**config.mk**
```make
export PLATFORM = sky130hd
export DESIGN_NAME = rf_wb_port_flat
export DESIGN_NICKNAME = d
export VERILOG_FILES = /design/src/rtl/rf_wb_port_if.sv /design/src/rtl/rf_wb_port.sv /design/src/flat_wrapper.sv
export SDC_FILE = /design/constraint.sdc
export NUM_CORES = 1
export LEC_CHECK = 0
export BUFFER_PORTS_ARGS = -buffer_cell sky130_fd_sc_hd__buf_2
export CORE_AREA = 2 2 137 139
export CTS_CLUSTER_DIAMETER = 80
export DETAILED_ROUTE_END_ITERATION = 6
export DIE_AREA = 0 0 139 141
export HOLD_SLACK_MARGIN = 0.03
export PLACE_DENSITY_LB_ADDON = 0.3
export SLEW_MARGIN = 20
export SYNTH_ARGS = -nofsm -noshare
export SYNTH_HDL_FRONTEND = slang
export SYNTH_SLANG_ARGS = --single-unit
```
**constraint.sdc**
```tcl
create_clock -name clk -period 3 [get_ports clk]
set_clock_uncertainty 0.1 [all_clocks]
set_input_delay 0.6 -clock clk [delete_from_list [all_inputs] [get_ports clk]]
set_output_delay 0.6 -clock clk [all_outputs]
set_load 0.005 [all_outputs]
```
**src/rtl/rf_wb_port_if.sv**
```systemverilog
// Result, issue, hazard-check and register-file write signals of the write-back port.
interface rf_wb_port_if;
  logic        alu_valid;
  logic [4:0]  alu_rd;
  logic [31:0] alu_data;
  logic        lsu_valid;
  logic [4:0]  lsu_rd;
  logic [31:0] lsu_data;
  logic        lsu_ready;
  logic        issue_valid;
  logic [4:0]  issue_rd;
  logic [4:0]  chk_a;
  logic [4:0]  chk_b;
  logic        hazard_a;
  logic        hazard_b;
  logic        RFWr;
  logic [4:0]  WBSel;
  logic [31:0] WD;
  logic        wb_busy;

  modport master (
    output alu_valid, alu_rd, alu_data, lsu_valid, lsu_rd, lsu_data,
           issue_valid, issue_rd, chk_a, chk_b,
    input  lsu_ready, hazard_a, hazard_b, RFWr, WBSel, WD, wb_busy
  );

  modport slave (
    input  alu_valid, alu_rd, alu_data, lsu_valid, lsu_rd, lsu_data,
           issue_valid, issue_rd, chk_a, chk_b,
    output lsu_ready, hazard_a, hazard_b, RFWr, WBSel, WD, wb_busy
  );
endinterface

```
**src/rtl/rf_wb_port.sv**
```systemverilog
// Register-file write-port controller: arbitrates ALU and buffered LSU results onto the
// single RF write port and tracks destinations still awaiting write-back.
module rf_wb_port #(
  parameter int DEPTH = 2
) (
  input logic         clk,
  input logic         rst_n,
  rf_wb_port_if.slave bus
);

  localparam int PTR_W = (DEPTH > 1) ? $clog2(DEPTH) : 1;
  localparam int CNT_W = $clog2(DEPTH + 1);
  localparam logic [CNT_W-1:0] FULL_CNT = CNT_W'(DEPTH);
  localparam logic [PTR_W-1:0] LAST_PTR = PTR_W'(DEPTH - 1);

  logic [CNT_W-1:0] count_q, count_d;
  logic [PTR_W-1:0] head_q, head_d;
  logic [PTR_W-1:0] tail_q, tail_d;
  logic [4:0]       fifo_rd_q   [DEPTH];
  logic [4:0]       fifo_rd_d   [DEPTH];
  logic [31:0]      fifo_data_q [DEPTH];
  logic [31:0]      fifo_data_d [DEPTH];
  logic [31:0]      pending_q, pending_d;
  logic             rfwr_q, rfwr_d;
  logic [4:0]       wbsel_q, wbsel_d;
  logic [31:0]      wd_q, wd_d;

  logic        alu_eff, lsu_acc, fifo_empty, pop, bypass, push;
  logic [4:0]  head_rd;
  logic [31:0] head_data;

  function automatic logic [PTR_W-1:0] ptr_inc(input logic [PTR_W-1:0] p);
    return (p == LAST_PTR) ? '0 : p + PTR_W'(1);
  endfunction

  assign bus.lsu_ready = rst_n & (count_q < FULL_CNT);
  assign head_rd       = fifo_rd_q[head_q];
  assign head_data     = fifo_data_q[head_q];

  always_comb begin
    alu_eff     = bus.alu_valid & (bus.alu_rd != 5'd0);
    lsu_acc     = bus.lsu_valid & bus.lsu_ready;
    fifo_empty  = (count_q == '0);
    pop         = 1'b0;
    bypass      = 1'b0;
    rfwr_d      = 1'b0;
    wbsel_d     = wbsel_q;
    wd_d        = wd_q;
    pending_d   = pending_q;
    fifo_rd_d   = fifo_rd_q;
    fifo_data_d = fifo_data_q;

    if (alu_eff) begin
      rfwr_d  = 1'b1;
      wbsel_d = bus.alu_rd;
      wd_d    = bus.alu_data;
    end else if (!fifo_empty) begin
      pop     = 1'b1;
      rfwr_d  = (head_rd != 5'd0);
      wbsel_d = head_rd;
      wd_d    = head_data;
    end else if (lsu_acc) begin
      bypass  = 1'b1;
      rfwr_d  = (bus.lsu_rd != 5'd0);
      wbsel_d = bus.lsu_rd;
      wd_d    = bus.lsu_data;
    end

    // A long-latency result on the port retires its destination; a same-edge reissue re-arms it.
    if (pop || bypass) pending_d[wbsel_d] = 1'b0;
    if (bus.issue_valid && (bus.issue_rd != 5'd0)) pending_d[bus.issue_rd] = 1'b1;
    pending_d[0] = 1'b0;

    push    = lsu_acc & ~bypass;
    count_d = count_q + CNT_W'(push) - CNT_W'(pop);
    head_d  = pop  ? ptr_inc(head_q) : head_q;
    tail_d  = push ? ptr_inc(tail_q) : tail_q;
    if (push) begin
      fifo_rd_d[tail_q]   = bus.lsu_rd;
      fifo_data_d[tail_q] = bus.lsu_data;
    end
  end

  always_ff @(posedge clk or negedge rst_n) begin
    if (!rst_n) begin
      count_q   <= '0;
      head_q    <= '0;
      tail_q    <= '0;
      pending_q <= '0;
      rfwr_q    <= 1'b0;
      wbsel_q   <= '0;
      wd_q      <= '0;
    end else begin
      count_q   <= count_d;
      head_q    <= head_d;
      tail_q    <= tail_d;
      pending_q <= pending_d;
      rfwr_q    <= rfwr_d;
      wbsel_q   <= wbsel_d;
      wd_q      <= wd_d;
    end
  end

  // Entry storage is only ever read below count_q, so it carries no reset.
  always_ff @(posedge clk) begin
    fifo_rd_q   <= fifo_rd_d;
    fifo_data_q <= fifo_data_d;
  end

  assign bus.RFWr     = rfwr_q;
  assign bus.WBSel    = wbsel_q;
  assign bus.WD       = wd_q;
  assign bus.wb_busy  = (count_q != '0);
  assign bus.hazard_a = (bus.chk_a != 5'd0) &
                        (pending_q[bus.chk_a] | (rfwr_q & (wbsel_q == bus.chk_a)));
  assign bus.hazard_b = (bus.chk_b != 5'd0) &
                        (pending_q[bus.chk_b] | (rfwr_q & (wbsel_q == bus.chk_b)));

endmodule

```
**src/flat_wrapper.sv**
```systemverilog
// flat-port wrapper written by rule: the top's interface ports become plain ports
module rf_wb_port_flat 
#(
  parameter int DEPTH = 2
)
  (clk, rst_n, bus_alu_valid, bus_alu_rd, bus_alu_data, bus_lsu_valid, bus_lsu_rd, bus_lsu_data, bus_issue_valid, bus_issue_rd, bus_chk_a, bus_chk_b, bus_lsu_ready, bus_hazard_a, bus_hazard_b, bus_RFWr, bus_WBSel, bus_WD, bus_wb_busy);
  rf_wb_port_if bus_i ();
  input logic clk;
  input logic rst_n;
  input wire logic [$bits(bus_i.alu_valid)-1:0] bus_alu_valid;
  input wire logic [$bits(bus_i.alu_rd)-1:0] bus_alu_rd;
  input wire logic [$bits(bus_i.alu_data)-1:0] bus_alu_data;
  input wire logic [$bits(bus_i.lsu_valid)-1:0] bus_lsu_valid;
  input wire logic [$bits(bus_i.lsu_rd)-1:0] bus_lsu_rd;
  input wire logic [$bits(bus_i.lsu_data)-1:0] bus_lsu_data;
  input wire logic [$bits(bus_i.issue_valid)-1:0] bus_issue_valid;
  input wire logic [$bits(bus_i.issue_rd)-1:0] bus_issue_rd;
  input wire logic [$bits(bus_i.chk_a)-1:0] bus_chk_a;
  input wire logic [$bits(bus_i.chk_b)-1:0] bus_chk_b;
  output wire logic [$bits(bus_i.lsu_ready)-1:0] bus_lsu_ready;
  output wire logic [$bits(bus_i.hazard_a)-1:0] bus_hazard_a;
  output wire logic [$bits(bus_i.hazard_b)-1:0] bus_hazard_b;
  output wire logic [$bits(bus_i.RFWr)-1:0] bus_RFWr;
  output wire logic [$bits(bus_i.WBSel)-1:0] bus_WBSel;
  output wire logic [$bits(bus_i.WD)-1:0] bus_WD;
  output wire logic [$bits(bus_i.wb_busy)-1:0] bus_wb_busy;
  assign bus_i.alu_valid = bus_alu_valid;
  assign bus_i.alu_rd = bus_alu_rd;
  assign bus_i.alu_data = bus_alu_data;
  assign bus_i.lsu_valid = bus_lsu_valid;
  assign bus_i.lsu_rd = bus_lsu_rd;
  assign bus_i.lsu_data = bus_lsu_data;
  assign bus_i.issue_valid = bus_issue_valid;
  assign bus_i.issue_rd = bus_issue_rd;
  assign bus_i.chk_a = bus_chk_a;
  assign bus_i.chk_b = bus_chk_b;
  assign bus_lsu_ready = bus_i.lsu_ready;
  assign bus_hazard_a = bus_i.hazard_a;
  assign bus_hazard_b = bus_i.hazard_b;
  assign bus_RFWr = bus_i.RFWr;
  assign bus_WBSel = bus_i.WBSel;
  assign bus_WD = bus_i.WD;
  assign bus_wb_busy = bus_i.wb_busy;
  rf_wb_port #(.DEPTH(DEPTH)) u_core (.clk(clk), .rst_n(rst_n), .bus(bus_i));
endmodule
```
# After elaboration in Yosys (flattened, before gate mapping)
# Cells that the tools add are included.
classes:
  add_sub_neg: 4
  n_lt_le_gt_ge: 10
  n_eq_ne: 3
  mux: 38
  n_bitwise: 16
  n_reduce_logical: 13
op_table:
  columns: ["operator", "count"]
  rows:
  - ["two-way mux 32 bit", 9]
  - ["bitwise mux 64 bit", 1]
  - ["two-way mux 5 bit", 7]
  - ["bitwise AND 32 bit", 1]
  - ["demux 32 bit (select 1 bit)", 1]
  - ["inverter 32 bit", 1]
  - ["OR 32 bit", 1]
  - ["nonzero test 5 bit", 6]
  - ["less-than comparator 5 x 6 -> 1 bit, second input constant", 4]
  - ["two-way mux 1 bit", 14]
  - ["binary-select mux 1 bit (select 5 bit)", 2]
  - ["bitwise mux 10 bit", 1]
  - ["demux 1 bit (select 5 bit)", 2]
  - ["equality test 5 bit", 2]
  - ["greater-or-equal comparator 5 x 1 -> 1 bit, second input constant", 2]
  - ["bitwise AND 1 bit", 8]
  - ["demux 5 bit (select 1 bit)", 1]
  - ["greater-or-equal comparator 2 bit, second input constant", 2]
  - ["logical AND 1 bit", 4]
  - ["inverter 1 -> 2 bit", 2]
  - ["!= test 3 x 1 -> 1 bit, second input constant", 1]
  - ["adder 1 bit, second input constant", 2]
  - ["adder 2 x 1 -> 2 bit", 1]
  - ["logical NOT 2 bit", 1]
  - ["7 further kinds", 8]
word_totals:
  ff_bits: 147
  in_bits: 94
  out_inout_bits: 42
  word_cells: 95

# Depth between registers and ports, before layout
logic_depth:
  depth_word: 15
  mapped_depth: 10
  depth_no_buf: 8

# Worst setup path before layout
# OpenSTA, ideal clock, no wires.
synth_path:
  kind: "input to register"
  start: "input bus_alu_valid"
  end: "register u_core.fifo_data_q[0] (netlist bit), enable pin"
  setup_time_ns: 0.431
  t_arrival_ns: 2.812
  required_time_ns: 2.469
  path_slack_ns: -0.343
  path_stages: 4
  path_buffers: 1
  path_cell_list: "clkbuf_1 > o21ai_4 > a21o_1 > nor2_1"
synth_via:
  elab_chain_len: 4
synth_rtl:
  columns: ["item", "line", "rtl"]
  rows:
  - ["start, declared", "flat_wrapper.sv:10", "input wire logic [$bits(bus_i.alu_valid)-1:0] bus_alu_valid;"]
  - ["bitwise AND 1 bit", "rf_wb_port.sv:41", "alu_eff = bus.alu_valid & (bus.alu_rd != 5'd0);"]
  - ["two-way mux 1 bit", "rf_wb_port.sv:53", "if (alu_eff) begin"]
  - ["inverter 1 bit", "rf_wb_port.sv:74", "push = lsu_acc & ~bypass;"]
  - ["bitwise AND 1 bit", "rf_wb_port.sv:74", null]
  - ["end signal, assigned", "rf_wb_port.sv:107", "fifo_data_q <= fifo_data_d;"]
  - ["end, declared", "rf_wb_port.sv:21", "logic [31:0] fifo_data_q [DEPTH];"]
# No other way between the ends.
# A chain may end at the register's enable or synchronous reset.

# Worst setup path in the final report
layout_path:
  start: "input bus_chk_b[0]"
  end: "output bus_hazard_b"
layout_via:
  elab_chain_len: 4
  elab_cells_between_ends: 7
  classes_between: "1 x eq/ne; 2 x mux; 3 x bitwise; 1 x reduce/logical"
layout_rtl:
  columns: ["item", "line", "rtl"]
  rows:
  - ["start, declared", "flat_wrapper.sv:19", "input wire logic [$bits(bus_i.chk_b)-1:0] bus_chk_b;"]
  - ["binary-select mux 1 bit (select 5 bit) / equality test 5 bit (equally long branches)", "rf_wb_port.sv:117", "(pending_q[bus.chk_b] | (rfwr_q & (wbsel_q == bus.chk_b)));"]
  - ["two-way mux 1 bit (not written as such) / bitwise AND 1 bit (equally long branches)", "rf_wb_port.sv:117", null]
  - ["OR 1 bit", "rf_wb_port.sv:117", null]
  - ["bitwise AND 1 bit *", "rf_wb_port.sv:116", "assign bus.hazard_b = (bus.chk_b != 5'd0) &"]
  - ["end, declared", "flat_wrapper.sv:22", "output wire logic [$bits(bus_i.hazard_b)-1:0] bus_hazard_b;"]
# Every way passes the cells marked *; elsewhere a longest branch is shown, timed or not. The select of a mux whose other input is x is not followed.

==> summary.txt <==
Crit. End Element = primary output
required time worst endpoint = 2.30 ns
Rows = 50
total global-route track usage = 18.0%
crit path kind = input port to primary output
vias in the first global route = 5319
commonest non-fill, non-tap cells in the layout = buf_2 (133), nor2_1 (109), edfxtp_1 (74)
H-tree Lvls = 4
DRT Pass-1 Iters = 5
Hold Vio Cnt, Final = 0
leakage = 0.00357 µW
TritonCTS Buffers = 17
global-route wire length before repair = 28000 µm
status = completed
final-stage net count = 852
Via density = 5.40
Die Ht = 141 µm
Post-Place Worst Slack = 0.0113 ns
Ports = 136
WL per Instance = 17.1 µm
port bufs = 135
Netlist cell types = 60
achievable frequency = 342 MHz
CTS tree = built
final setup fails = 0
worst hold path class = input port to flip-flop
Final HPWL DP = 11800 µm
Die ar. = 19600 µm²
power per standard cell area = 880 nW/µm²
fin. max-slew vios = 0
Tcrit/Tclk final = 97.5%
area grow syn2layout = 22.1%
effective utilization at floorplan = 39.2%
core area = 18300 µm²
slew margin rel. = 32.9%
Syn Area/Cell = 11.4 µm²
CTS root buffer = clkbuf_16
layout cell share with drive strength beyond 1 = 28.5%
Routed WL = 17200 µm
Die Wd = 139 µm
FF-to-FF setup slack = 0.53 ns
worst hold margin = 0.276 ns
Syn Inst Count = 628
Synth Flop Type = edfxtp_1
Startpoint Class = input port
final worst slack = 0.0762 ns
Pwr Total = 7700 µW
Synth top area share = 31.0%
RSZ-0062 raised after global routing = no
insertion delay to the later sink of the worst-skew pair = 0.42 ns
Tmin final = 2.92 ns
Syn Nets = 724
asr flop ratio synth = 49.7%
commonest non-fill, non-tap cell in the layout = buf_2
Yosys top cell by area = edfxtp_1
GRT overflow = 0
Max Root-Sink Buffers = 2
Final GP Congestion = 0.857
Crit path arrival time = 2.22 ns
initial antenna violation count = 3
DRT antenna net count = 0
number of synthesized flops with an enable pin = 74
DR vias = 5426
Syn. warnings = 0
post-synthesis register bit count = 147
Seq/Total Area, Yosys = 56.5%
DR DRC count = 0
DRT iter0 DRCs = 381
crit path max fanout = 7
postcts setup bufs = 0
pin count of the biggest net entering global routing = 70
Synth Cell Area = 7170 µm²
MaxCap Viol Count = 0
final core utilization = 47.9%
Tightest Pin Transition = 1.00 ns
Area contributors post-synth = edfxtp_1 (31%), dfrtp_1 (25%), mux2i_1 (6.3%)
peak supply drop = 0.452 mV
Sink Count = 147
clock-pin transition on the worst setup and hold timing paths = 0.07 ns
==> stage by stage <==
step                      TNS [ns]  cell area (µm²)  std cells
after floorplan             -25.37             7170        628
after global placement           0             8110        970
after detailed placement         0             8110        970
after CTS                        0             8730       1003
after global routing             0             8740       1003
final                            0             8750       1005
==> cells in the mapped netlist (3+ instances only) <==
master	count
nor2_1	111
edfxtp_1	74
dfrtp_1	73
a21oi_1	72
mux2i_1	45
a211oi_1	32
clkbuf_1	27
nand2_1	18
a31oi_1	15
mux4_2	15
inv_1	12
buf_2	9
o21ai_0	9
o41ai_1	9
xor2_1	9
nor3_1	8
xnor2_1	5
and3_1	4
buf_4	4
nand3_1	4
nand3b_1	4
nor2b_1	4
nor4_1	4
o31ai_1	4
a22o_1	3
and2_1	3
o21ai_1	3
==> routing by layer <==
metal,track usage (%),vias to the layer above,wire [µm]
met4,5.64,2,239
li1,-,2609,-
met3,4.82,21,1120
met5,0,-,13
met1,24.7,2624,7990
met2,28.1,170,7840
==> cell type report <==
type / count / area, µm²
Tap cell: 234 / 293
Inverter: 15 / 56.3
Fill cell: 1688 / 9520
Timing Repair Buffer: 151 / 828
Multi-Input combinational cell: 424 / 2900
Clock buffer: 20 / 447
Sequential cell: 147 / 4050
Clock inverter: 12 / 169
Antenna cell: 2 / 5.00
==> worst paths after layout <==
| check | startpoint | endpoint | cells past startpoint |
|---|---|---|---|
| worst max-delay path | bus_chk_b[0] | bus_hazard_b | 7 |
| worst min-delay path | bus_lsu_data[25] | u_core.fifo_data_q[57] | 1 |
| worst max register to register | u_core.count_q[1] | u_core.fifo_rd_q[5] | 5 |
| worst min register to register | u_core.bus.WD[4] | u_core.bus.WD[4] | 2 |
| max in group asynchronous | rst_n | u_core.bus.WD[25] | 3 |
| min in group asynchronous | rst_n | u_core.bus.WBSel[0] | 3 |
==> what timing repair did <==
| item | in CTS | in global routing |
|---|---|---|
| hold buffers | 1 | 0 |
| endpoints found under the setup margin | 0 | 2 |
| gates resized for setup | 0 | 2 |
| hold endpoints to repair | 4 | 0 |
==> report_power, final <==
part	switching [µW]	internal [µW]	total, µW
Sequential	411	2670	3080
Clock	868	1350	2220
Combinational	1310	1100	2410
==> state kept, by name (all words and copies together) (netlist names) <==
signal              cells
u_core.bus.RFWr         1
u_core.bus.WBSel        5
u_core.bus.WD          32
u_core.count_q          2
u_core.fifo_data_q     64
u_core.fifo_rd_q       10
u_core.head_q           1
u_core.pending_q       31
u_core.tail_q           1
==> logic make-up after synthesis <==
| logic type | share of synthesized area, % |
|---|---|
| AOI/OAI and AO/OA | 15.7 |
| xor gates and xnor gates | 1.71 |
| adders and majority gates | 0.349 |
| buffers and inverters | 3.35 |
| DFF | 56.5 |
| muxes | 11.4 |
| and+or+nand+nor | 11.0 |
==> worst max-delay path, cell delays in order <==
cell	delay (ns)
clkbuf_4	0.20
mux4_2	0.52
mux2i_1	0.18
mux2i_1	0.10
a2111oi_0	0.40
a21oi_1	0.08
buf_2	0.14
No activity file was read; power rests on OpenSTA's default activity.
